[src/rtl/serial_add_seq.sv]
// Bit-serial add/subtract sequencer: one full adder time-shared over WIDTH cycles,
// operands consumed LSB first with the carry held in a flip-flop between bits.
`timescale 1ns/1ps

module full_adder (
   input  logic a_i,
   input  logic b_i,
   input  logic c_i,
   output logic s_o,
   output logic c_o
);
   assign s_o = a_i ^ b_i ^ c_i;
   assign c_o = (a_i & b_i) | (a_i & c_i) | (b_i & c_i);
endmodule

// Handshake: start/op_sub/a/b are sampled on a rising edge only while busy=0
// (IDLE or DONE); busy covers the WIDTH bit steps, done pulses for one cycle
// and sum/c_out/ovf are valid from that cycle until the next operation completes.
module serial_add_seq #(
   parameter int WIDTH = 8
) (
   input  logic             clk,
   input  logic             rst_n,
   input  logic             start,
   input  logic             op_sub,
   input  logic [WIDTH-1:0] a,
   input  logic [WIDTH-1:0] b,
   output logic             busy,
   output logic             done,
   output logic [WIDTH-1:0] sum,
   output logic             c_out,
   output logic             ovf,
   output logic [1:0]       state_o
);
   localparam int CW = (WIDTH > 2) ? $clog2(WIDTH) : 1;

   typedef enum logic [1:0] {
      S_IDLE = 2'd0,
      S_RUN  = 2'd1,
      S_DONE = 2'd2
   } state_t;

   state_t           state_q, state_d;
   logic [WIDTH-1:0] a_sh_q, a_sh_d;
   logic [WIDTH-1:0] b_sh_q, b_sh_d;
   logic [WIDTH-1:0] acc_q, acc_d;
   logic [WIDTH-1:0] sum_q, sum_d;
   logic [CW-1:0]    cnt_q, cnt_d;
   logic             cy_q, cy_d;
   logic             c_out_q, c_out_d;
   logic             ovf_q, ovf_d;
   logic             fa_s, fa_c;
   logic             accept;
   logic             last_bit;

   full_adder u_fa (
      .a_i (a_sh_q[0]),
      .b_i (b_sh_q[0]),
      .c_i (cy_q),
      .s_o (fa_s),
      .c_o (fa_c)
   );

   assign last_bit = (cnt_q == CW'(WIDTH - 1));
   assign accept   = start && (state_q != S_RUN);

   always_comb begin
      state_d = state_q;
      a_sh_d  = a_sh_q;
      b_sh_d  = b_sh_q;
      acc_d   = acc_q;
      sum_d   = sum_q;
      cnt_d   = cnt_q;
      cy_d    = cy_q;
      c_out_d = c_out_q;
      ovf_d   = ovf_q;
      busy    = 1'b0;
      done    = 1'b0;

      case (state_q)
         S_IDLE: ;
         S_RUN: begin
            busy   = 1'b1;
            acc_d  = {fa_s, acc_q[WIDTH-1:1]};
            a_sh_d = a_sh_q >> 1;
            b_sh_d = b_sh_q >> 1;
            cy_d   = fa_c;
            if (last_bit) begin
               // cy_q is the carry into the MSB, so it disagrees with the carry out on overflow
               sum_d   = {fa_s, acc_q[WIDTH-1:1]};
               c_out_d = fa_c;
               ovf_d   = fa_c ^ cy_q;
               state_d = S_DONE;
            end else begin
               cnt_d = cnt_q + CW'(1);
            end
         end
         S_DONE: begin
            done    = 1'b1;
            state_d = S_IDLE;
         end
         default: state_d = S_IDLE;
      endcase

      // Subtraction is a + ~b + 1, the +1 entering as the initial carry
      if (accept) begin
         a_sh_d  = a;
         b_sh_d  = op_sub ? ~b : b;
         cy_d    = op_sub;
         cnt_d   = '0;
         acc_d   = '0;
         state_d = S_RUN;
      end
   end

   always_ff @(posedge clk or negedge rst_n) begin
      if (!rst_n) begin
         state_q <= S_IDLE;
         a_sh_q  <= '0;
         b_sh_q  <= '0;
         acc_q   <= '0;
         sum_q   <= '0;
         cnt_q   <= '0;
         cy_q    <= 1'b0;
         c_out_q <= 1'b0;
         ovf_q   <= 1'b0;
      end else begin
         state_q <= state_d;
         a_sh_q  <= a_sh_d;
         b_sh_q  <= b_sh_d;
         acc_q   <= acc_d;
         sum_q   <= sum_d;
         cnt_q   <= cnt_d;
         cy_q    <= cy_d;
         c_out_q <= c_out_d;
         ovf_q   <= ovf_d;
      end
   end

   assign sum     = sum_q;
   assign c_out   = c_out_q;
   assign ovf     = ovf_q;
   assign state_o = state_q;
endmodule

[config.mk]
export PLATFORM = sky130hd
export DESIGN_NAME = serial_add_seq
export DESIGN_NICKNAME = d
export VERILOG_FILES = /design/src/rtl/serial_add_seq.sv
export SDC_FILE = /design/constraint.sdc
export NUM_CORES = 1
export LEC_CHECK = 0
export BUFFER_PORTS_ARGS = -buffer_cell sky130_fd_sc_hd__buf_2
export CAP_MARGIN = 20
export CORE_MARGIN = 8
export CORE_UTILIZATION = 40
export DETAILED_ROUTE_END_ITERATION = 10
export HOLD_SLACK_MARGIN = 0.15
export PLACE_DENSITY_LB_ADDON = 0.15
export SLEW_MARGIN = 20
export SYNTH_ARGS = -nofsm -noshare
export SYNTH_HDL_FRONTEND = slang
export SYNTH_SLANG_ARGS = --single-unit
[constraint.sdc]
create_clock -name clk -period 1.72 [get_ports clk]
set_clock_uncertainty 0.2 [all_clocks]
set_input_delay 0.344 -clock clk [delete_from_list [all_inputs] [get_ports clk]]
set_output_delay 0.344 -clock clk [all_outputs]
set_load 0.02 [all_outputs]
==> flow_summary_export.csv, run 1 <==
group,metric,value,unit
die,fp.coreArea,4630,um2
die,ios,34,
finish,drive_above_1_share,36.2,%
die,die_y,84.5,um
clock_network,clockRootBuffer,"clkbuf_8",
drt,drt-vias-per-instance,4.68,
worst_setup_path,worstPathMaxFanout,6,
yosys,ys_types,25,
sta,finalMaxSlewViolations,0,
finish,final_common_cell,"dfrtp_1",
power,totalPowerFinal,3820,uW
finish,mostFrequentLayoutCells,"dfrtp_1, buf_2, nand2_1",
placed_design,dp_slack,-20.9,ps
clock_network,clkTransAtPathRegs,80,ps
drt,wire_per_inst,14.8,um
finish,fin_nets,221,
yosys,ys_warn_count,0,
clock_network,clk_path_buf_depth,2,
finish,areaGrowthSynthToFinish,23.6,%
worst_setup_path,r2r_slack,70,ps
worst_setup_path,r2r_start,"cnt_q[0]$_DFFE_PN0P_",
drt,dr_wl_met3,192,um
power,powerDensity,1650,nW/um2
die,rows,25,
drt,wl_met1,1620,um
power,vdd_drop_max,501,uV
drt,drc,0,
global_routing,grt.total_usage,10.6,%
clock_network,cts.sinks,39,
sta,min_period,1650,ps
worst_hold_path,hold_depth,3,
finish,seq_area,976,um2
drt,drt_iter0_markers,44,
worst_setup_path,reg2regPathDepth,5,
placed_design,dpl.cell_count,234,
finish,final-instance-count-excl-fill,253,
sta,setup_viol,0,
global_routing,grt_max_degree,25,
clock_network,cts_buffers,5,
placed_design,postPlaceCellArea,2040,um2
placed_design,place_hpwl,2670,um
die,start_util,40.5,%
outcome,status,"complete, no violations",
yosys,avgSynthCellArea,12.3,um2
placed_design,gp_congestion,0.712,
yosys,synth_cells,152,
sta,slew_headroom,67.9,%
drt,dr.max_layer_used,"met4",
yosys,ys_seq_area_share,52.1,%
worst_setup_path,cp.arrival,1630,ps
drt,num_vias,1185,
die,die_x,84.5,um
sta,setup_ws,74.0,ps
drt,met2WireLength,1880,um
placed_design,portBuffers,33,
finish,num-fill-cells,424,
sta,worstMarginPinSlew,481,ps
worst_setup_path,criticalPathCategory,"reg -> reg",
job,drv_cap,0,
yosys,synth_area,1870,um2
sta,rsz0062_at_grt,"no",
drt,totalWireLength,3740,um
worst_setup_path,crit_family,"flip-flops",
clock_network,worstSkewPairLatency,290,ps
global_routing,antenna_found_initial,0,
global_routing,grt_pass1_vias,1209,
worst_setup_path,crit_buf_inv,1,
sta,fmax,608,MHz
yosys,synth_seq_cells,39,
global_routing,grt_first_pass_wirelength,6000,um
power,p_leak,0.00117,uW
global_routing,grt_overflow_total,0,
finish,multi_input_area,790,um2
worst_setup_path,cp.required,1700,ps
clock_network,h-tree-depth,2,
die,dieArea,7130,um2
sta,finalHoldViolations,0,
worst_setup_path,path_cells,"ha_2, ha_4, nand3b_4, clkbuf_16, mux2_4",
finish,diodes,0,
worst_setup_path,crit_path_top_delay_cell,"dfrtp_1",
finish,design_area,2320,um2
worst_hold_path,hold_path.class,"in -> reg",
sta,finalCritPeriodShare,95.7,%
worst_setup_path,worstSetupStartpointType,"register",
worst_setup_path,cpPeakStageDelay,380,ps
worst_hold_path,hp-start,"a[4]",
clock_network,cts_tree,"done",
drt,ant_nets,0,
yosys,synth_nets,175,
worst_hold_path,min_to,"a_sh_q[4]$_DFFE_PN0P_",
worst_setup_path,endpoint_kind,"register",
drt,first_pass_iters,4,
worst_setup_path,timing.rr.end,"sum[5]$_DFFE_PN0P_",
[where the power goes]
group          internal, uW  leakage [uW]  switching, uW
sequential             1280      0.000506            231
combinational           693      0.000602            716
clock                   578     0.0000644            326
[worst max-delay path by stage]
| stage | startpoint | end | slack, ps | cells past startpoint |
|---|---|---|---|---|
| 2_1_floorplan | cnt_q[0]$_DFFE_PN0P_ | c_out$_DFFE_PN0P_ | 80 | 5 |
| 3_3_place_gp | cnt_q[0]$_DFFE_PN0P_ | cnt_q[0]$_DFFE_PN0P_ | 40 | 5 |
| 3_5_place_dp | cnt_q[0]$_DFFE_PN0P_ | cnt_q[0]$_DFFE_PN0P_ | -20 | 5 |
| 4_1_cts | cnt_q[0]$_DFFE_PN0P_ | sum[6]$_DFFE_PN0P_ | 7 | 5 |
| 5_1_grt | cnt_q[0]$_DFFE_PN0P_ | sum[2]$_DFFE_PN0P_ | 20 | 5 |
| 6_report | cnt_q[0]$_DFFE_PN0P_ | sum[5]$_DFFE_PN0P_ | 70 | 5 |
[cells by family after synthesis]
| kind of cell | after synthesis | share of synthesized area (%) |
|---|---|---|
| flops | 39 | 52.1 |
| simple gates | 36 | 10.2 |
| compound gates | 27 | 8.55 |
| mux | 26 | 16.0 |
| buf+inv | 12 | 6.61 |
| xor+xnor | 9 | 4.21 |
| fa+ha+maj | 3 | 2.40 |
[metrics by stage]
step	hold WS (ps)	util (%)	setup TNS, ps
after floorplan	-152	-	0
after global placement	125	44.1	0
after detailed placement	125	44.1	-22.2
after CTS	152	48.7	0
after global routing	168	50.1	0
final	153	50.1	0
[area by class of cell]
type	instances	share of cell area, %
clock buffers	5	2.97
clock inverters	3	2.92
inverters	2	0.324
multi-input cells	101	34.1
flip-flops and latches	39	42.1
well taps	54	2.92
repair buffers	49	14.7
[synthesized netlist by cell type]
| cell | number | area, um2 |
|---|---|---|
| a211oi_1 | 1 | 7.51 |
| a22o_1 | 2 | 17.5 |
| and2b_2 | 2 | 17.5 |
| buf_12 | 2 | 40.0 |
| buf_4 | 4 | 30.0 |
| buf_6 | 1 | 11.3 |
| buf_8 | 2 | 30.0 |
| clkbuf_2 | 1 | 5.00 |
| dfrtp_1 | 39 | 976 |
| fa_1 | 1 | 20.0 |
| ha_1 | 2 | 25.0 |
| inv_1 | 2 | 7.51 |
| mux2_2 | 3 | 33.8 |
| mux2_4 | 7 | 105 |
| mux2i_1 | 16 | 160 |
| nand2_1 | 23 | 86.3 |
| nand2b_1 | 5 | 31.3 |
| nand3b_4 | 1 | 20.0 |
| nor2_1 | 2 | 7.51 |
| nor2b_4 | 1 | 13.8 |
| o21ai_0 | 20 | 100 |
| o21ai_2 | 4 | 35.0 |
| or2b_1 | 2 | 15.0 |
| xnor2_1 | 2 | 17.5 |
| xor2_1 | 7 | 61.3 |
[per-layer routing]
layer / vias up / global-route usage (%)
li1: 602 / -
met1: 556 / 11.9
met2: 21 / 17.6
met3: 6 / 4.68
met4: 0 / 3.88
met5: - / 0
[what timing repair did]
action / in CTS / in global routing
setup endpoints to repair: 3 / 7
setup buffers: 2 / 3
hold buffers: 5 / 0
gates resized for setup: 0 / 3
hold endpoints to repair: 39 / 0
cloned: 0 / 1
[registers in the layout, summed over array words and instances, names as in the netlist]
register  flops
c_out         1
state_o       2
sum           8
cy_q          1
cnt_q         3
b_sh_q        8
acc_q         7
a_sh_q        8
ovf           1
[tightest hold or removal path: stages]
cell     delay, ps
buf_2           70
mux2i_1         50
o21ai_0        140
(Power assumes the default switching activity.)
==> run 2: changes to the inputs <==
--- a/config.mk
+++ b/config.mk
@@ -7,11 +7,11 @@
 export LEC_CHECK = 0
 export BUFFER_PORTS_ARGS = -buffer_cell sky130_fd_sc_hd__buf_2
 export CAP_MARGIN = 20
-export CORE_MARGIN = 8
 export CORE_UTILIZATION = 40
 export DETAILED_ROUTE_END_ITERATION = 10
 export HOLD_SLACK_MARGIN = 0.15
 export PLACE_DENSITY_LB_ADDON = 0.15
+export REMOVE_ABC_BUFFERS = 1
 export SLEW_MARGIN = 20
 export SYNTH_ARGS = -nofsm -noshare
 export SYNTH_HDL_FRONTEND = slang
==> flow_summary_export.csv, run 2 (synthesized netlist as in run 1, its figures left out) <==
group,metric,value,unit
sta,setup_ws,72.5,ps
sta,finalMaxSlewViolations,0,
worst_setup_path,r2r_slack,100,ps
finish,final-instance-count-excl-fill,245,
finish,diodes,0,
sta,finalHoldViolations,0,
finish,final_common_cell,"dfrtp_1",
sta,fmax,607,MHz
global_routing,antenna_found_initial,0,
clock_network,cts_tree,"done",
sta,rsz0062_at_grt,"no",
die,die_x,70.5,um
die,dieArea,4960,um2
global_routing,grt_pass1_vias,1216,
worst_hold_path,hold_path.class,"in -> reg",
clock_network,clkTransAtPathRegs,70,ps
placed_design,gp_congestion,0.679,
worst_setup_path,crit_path_top_delay_cell,"dfrtp_1",
sta,worstMarginPinSlew,500,ps
placed_design,place_hpwl,2120,um
worst_setup_path,cpPeakStageDelay,420,ps
job,drv_cap,0,
finish,fin_nets,215,
worst_setup_path,crit_path_start,"state_o[0]$_DFFE_PN0P_",
clock_network,h-tree-depth,2,
sta,min_period,1650,ps
drt,totalWireLength,3160,um
clock_network,clockRootBuffer,"clkbuf_8",
finish,mostFrequentLayoutCells,"dfrtp_1, buf_2, nand2_1",
power,powerDensity,1550,nW/um2
drt,drt_iter0_markers,53,
outcome,status,"complete, no violations",
drt,drc,0,
clock_network,clk_path_buf_depth,2,
sta,finalCritPeriodShare,95.8,%
power,vdd_drop_max,546,uV
die,die_y,70.5,um
drt,first_pass_iters,4,
drt,num_vias,1161,
global_routing,grt_first_pass_wirelength,5540,um
power,p_leak,0.00111,uW
sta,slew_headroom,66.7,%
worst_setup_path,r2r_start,"cnt_q[0]$_DFFE_PN0P_",
global_routing,grt_max_degree,40,
global_routing,grt_overflow_total,0,
finish,areaGrowthSynthToFinish,17.0,%
finish,drive_above_1_share,34.2,%
placed_design,portBuffers,33,
worst_setup_path,criticalPathCategory,"reg -> out",
sta,setup_viol,0,
placed_design,dp_slack,-8.09,ps
worst_setup_path,cp.required,1180,ps
worst_hold_path,hold_depth,3,
worst_setup_path,worstSetupStartpointType,"register",
worst_setup_path,reg2regPathDepth,5,
drt,ant_nets,0,
placed_design,dpl.cell_count,231,
worst_setup_path,worstPathMaxFanout,4,
drt,drt-vias-per-instance,4.74,
clock_network,cts.sinks,39,
worst_setup_path,cp.arrival,1100,ps
worst_setup_path,endpoint_kind,"primary output",
clock_network,cts_buffers,5,
worst_setup_path,path_cells,"nor2b_4, buf_2",
die,rows,24,
die,ios,34,
global_routing,grt.total_usage,14.6,%
die,start_util,42.5,%
worst_hold_path,hp-start,"a[2]",
die,fp.coreArea,4410,um2
drt,wire_per_inst,12.9,um
clock_network,worstSkewPairLatency,280,ps
[run 2: worst paths after layout]
kind | endpoint
hold reg to reg | b_sh_q[6]$_DFFE_PN0P_
max in group asynchronous | b_sh_q[5]$_DFFE_PN0P_
hold / removal | a_sh_q[2]$_DFFE_PN0P_
setup reg to reg | sum[7]$_DFFE_PN0P_
min in group asynchronous | state_o[0]$_DFFE_PN0P_
setup / recovery | busy
[run 2: power breakdown]
group,switching (uW),total [uW],leakage (uW),internal [uW]
clock,293,577,0.0000422,284
combinational,678,1320,0.000566,639
sequential,227,1510,0.000506,1280
total,1200,3400,0.00111,2200
[run 2: stage by stage]
step	TNS [ps]	hold WS, ps	util (%)	cell area, um2	power, uW
after floorplan	-1640	-152	-	1760	2360
after global placement	0	227	46.0	2030	2720
after detailed placement	-8.09	235	46.0	2030	2780
after CTS	0	158	49.3	2180	3420
after global routing	0	171	49.7	2190	3700
final	0	161	49.7	2190	3400
[run 2: what timing repair did]
item,in CTS,in global routing
pin swaps,0,0
hold endpoints to repair,41,0
buffers inserted,3,0
gates resized for setup,0,3
hold buffers,3,0
setup endpoints to repair,2,7
[run 2: layer usage]
metal / wire [um] / track usage, % / vias to the layer above
li1: - / - / 589
met1: 1540 / 18.6 / 541
met2: 1460 / 23.1 / 29
met3: 138 / 5.19 / 2
met4: 25 / 4.67 / 0
met5: 0 / 0 / -
[run 2: critical path, delay by kind of cell (launching register included)]
kind / cells / cell delay, ps
buffers and inverters: 1 / 180
and+or+nand+nor: 1 / 220
DFF: 1 / 420
[run 2: area by class of cell]
cell class / instances / area, um2
clock buffer: 7 / 76.3
clock inverter: 1 / 5.00
fill: 429 / 2220
inverter: 2 / 7.51
multi-input combinational: 101 / 790
sequential: 39 / 976
tap: 52 / 65.1
timing repair buffer: 43 / 273
==> run 3: changes to the inputs <==
--- a/config.mk
+++ b/config.mk
@@ -12,7 +12,7 @@
 export HOLD_SLACK_MARGIN = 0.15
 export PLACE_DENSITY_LB_ADDON = 0.15
 export REMOVE_ABC_BUFFERS = 1
-export SLEW_MARGIN = 20
 export SYNTH_ARGS = -nofsm -noshare
 export SYNTH_HDL_FRONTEND = slang
+export SYNTH_HIERARCHICAL = 1
 export SYNTH_SLANG_ARGS = --single-unit
==> flow_summary_export.csv, run 3 <==
group,metric,value,unit
yosys,synthTopCellsByCount,"dfrtp_1, nand2_2, o21ai_2, mux2i_1",
worst_setup_path,worstPathMaxFanout,3,
global_routing,grt_overflow_total,0,
drt,num_vias,1233,
finish,drive_above_1_share,54.0,%
global_routing,busiest_layer,"met2",
worst_setup_path,endpoint_kind,"primary output",
yosys,synth_edf_count,0,
worst_setup_path,cp.required,1180,ps
worst_setup_path,criticalPathCategory,"reg -> out",
power,totalPowerFinal,3950,uW
finish,final_common_cell,"dfrtp_1",
sta,fin_hold_ws,152,ps
yosys,ys_types,28,
drt,drt_iter0_markers,20,
job,drv_cap,0,
outcome,status,"complete, no violations",
worst_setup_path,worstSetupStartpointType,"register",
die,rows,25,
sta,setup-tns-final,0,ps
placed_design,portBuffers,33,
finish,fin_nets,224,
drt,drt-vias-per-instance,4.58,
global_routing,grt_util_met3,2.92,%
global_routing,grt_pass1_vias,1278,
sta,rsz0062_at_grt,"no",
worst_hold_path,hp-start,"a[4]",
yosys,synth_seq_cells,39,
clock_network,clockRootBuffer,"clkbuf_8",
finish,multi_input_area,907,um2
clock_network,cts_tree,"done",
yosys,yosysTopAreaCell,"dfrtp_1",
yosys,synth_cells,152,
clock_network,cts_buffers,5,
clock_network,clkTransAtPathRegs,70,ps
die,start_util,41.8,%
placed_design,place_hpwl,2470,um
worst_setup_path,crit_path_top_delay_cell,"dfrtp_1",
worst_setup_path,reg2regPathDepth,5,
drt,ant_nets,0,
yosys,synth_area,1990,um2
worst_setup_path,cpPeakStageDelay,390,ps
yosys,avgSynthCellArea,13.1,um2
worst_setup_path,path_cells,"and2b_4, buf_2",
yosys,ys_seq_area_share,49.1,%
yosys,synth-main-ff-cell,"dfrtp_1",
sta,min_period,1670,ps
sta,slew_headroom,68.2,%
die,dieArea,5260,um2
worst_setup_path,timing.rr.end,"sum[6]$_DFFE_PN0P_",
global_routing,grt_use_met1,17.4,%
clock_network,worstSkewPairLatency,290,ps
power,powerDensity,1610,nW/um2
sta,finalCritPeriodShare,97.2,%
worst_hold_path,hold_path.class,"in -> reg",
global_routing,grt.total_usage,14.4,%
global_routing,grt_first_pass_wirelength,5690,um
drt,drc,0,
global_routing,grt_max_degree,22,
worst_setup_path,cp.arrival,1130,ps
clock_network,clk_path_buf_depth,2,
drt,first_pass_iters,2,
sta,finalHoldViolations,0,
die,die_y,72.5,um
power,vdd_drop_max,636,uV
drt,totalWireLength,3420,um
global_routing,antenna_found_initial,0,
sta,finalMaxSlewViolations,0,
die,ios,34,
die,die_x,72.5,um
clock_network,cts.sinks,39,
sta,fmax,598,MHz
power,p_leak,0.00121,uW
clock_network,h-tree-depth,2,
finish,num-fill-cells,448,
worst_hold_path,hold_depth,3,
yosys,yosys.cell_count.top_type,"dfrtp_1",
yosys,synth_area_leaders,"dfrtp_1, o21ai_2, mux2i_1, nand2_2, mux2_4",
global_routing,grt_util_met2,25.2,%
finish,mostFrequentLayoutCells,"dfrtp_1, buf_2, nand2_2, o21ai_2, mux2i_1",
yosys,ys_warn_count,6,
finish,diodes,0,
worst_setup_path,r2r_start,"cnt_q[0]$_DFFE_PN0P_",
sta,setup_viol,0,
die,fp.coreArea,4750,um2
sta,worstMarginPinSlew,477,ps
finish,areaGrowthSynthToFinish,23.5,%
drt,wire_per_inst,12.7,um
yosys,async_flop_share,100,%
worst_setup_path,r2r_slack,90,ps
worst_hold_path,min_to,"a_sh_q[4]$_DFFE_PN0P_",
finish,seq_area,976,um2
yosys,synth_top_area_share,49.1,%
placed_design,gp_congestion,0.690,
-- run 3: cell count changes after synthesis, sizes merged --
cell    previous run  this run
nand2b             5         7
or2b               2         0
-- run 3: worst max path at each step --
stage	startpoint	to	slack [ps]	cells after the start
6_report	state_o[1]$_DFFE_PN0P_	busy	50	2
5_1_grt	state_o[1]$_DFFE_PN0P_	busy	10	2
4_1_cts	state_o[1]$_DFFE_PN0P_	busy	10	2
3_5_place_dp	cnt_q[0]$_DFFE_PN0P_	sum[6]$_DFFE_PN0P_	-4	5
3_3_place_gp	cnt_q[0]$_DFFE_PN0P_	c_out$_DFFE_PN0P_	50	5
2_1_floorplan	state_o[1]$_DFFE_PN0P_	cnt_q[0]$_DFFE_PN0P_	-340	3
-- run 3: timing repair --
item,in CTS,in global routing
setup endpoints to repair,7,7
buffers inserted,2,2
resized for setup,1,2
hold endpoints to repair,25,0
hold buffers,8,0
-- run 3: area by class of cell --
cell class	count	area share (%)
clock buffers	6	3.36
clock inverters	2	1.43
inverters	2	0.305
multi-input cells	101	36.9
flip-flops and latches	39	39.7
well taps	67	3.41
repair buffers	52	14.9
-- run 3: where the power goes --
part / internal, uW / leakage [uW] / total, uW / switching, uW
sequential: 1280 / 0.000506 / 1530 / 256
clock: 469 / 0.0000612 / 779 / 310
combinational: 774 / 0.000643 / 1640 / 863
-- run 3: kinds of logic (layout without fill, tap and decap cells) --
group / Yosys count / in the layout / synth area share (%)
AO/OA/AOI/OAI: 27 / 27 / 11.7
XOR/XNOR: 9 / 9 / 3.96
AND/OR/NAND/NOR: 36 / 36 / 11.9
flip-flops: 39 / 39 / 49.1
adder cells (fa/ha/maj): 3 / 3 / 2.26
multiplexers: 26 / 26 / 15.0
buffers and inverters: 12 / 62 / 6.10
-- run 3: metal layers --
layer  share of wire, %  vias to the layer above
met2                 50                       24
met1                 45                      596
met3                3.8                        4
li1                   -                      609
met4                1.1                        0
met5                  0                        -
-- run 3: worst max-delay path: cells and delay by family (launching register included) --
family / cells / cell delay [ps]
buffers and inverters: 1 / 170
DFF: 1 / 390
and+or+nand+nor: 1 / 290
-- run 3: per-stage QoR --
step	std cells	area, um2	setup WS (ps)	utilization [%]
after global placement	249	2200	48.7	46.3
final	269	2460	47.6	51.7
after global routing	269	2460	14.2	51.7
after floorplan	142	1880	-339	-
after CTS	267	2430	13.8	51.1
after detailed placement	249	2200	-3.58	46.3
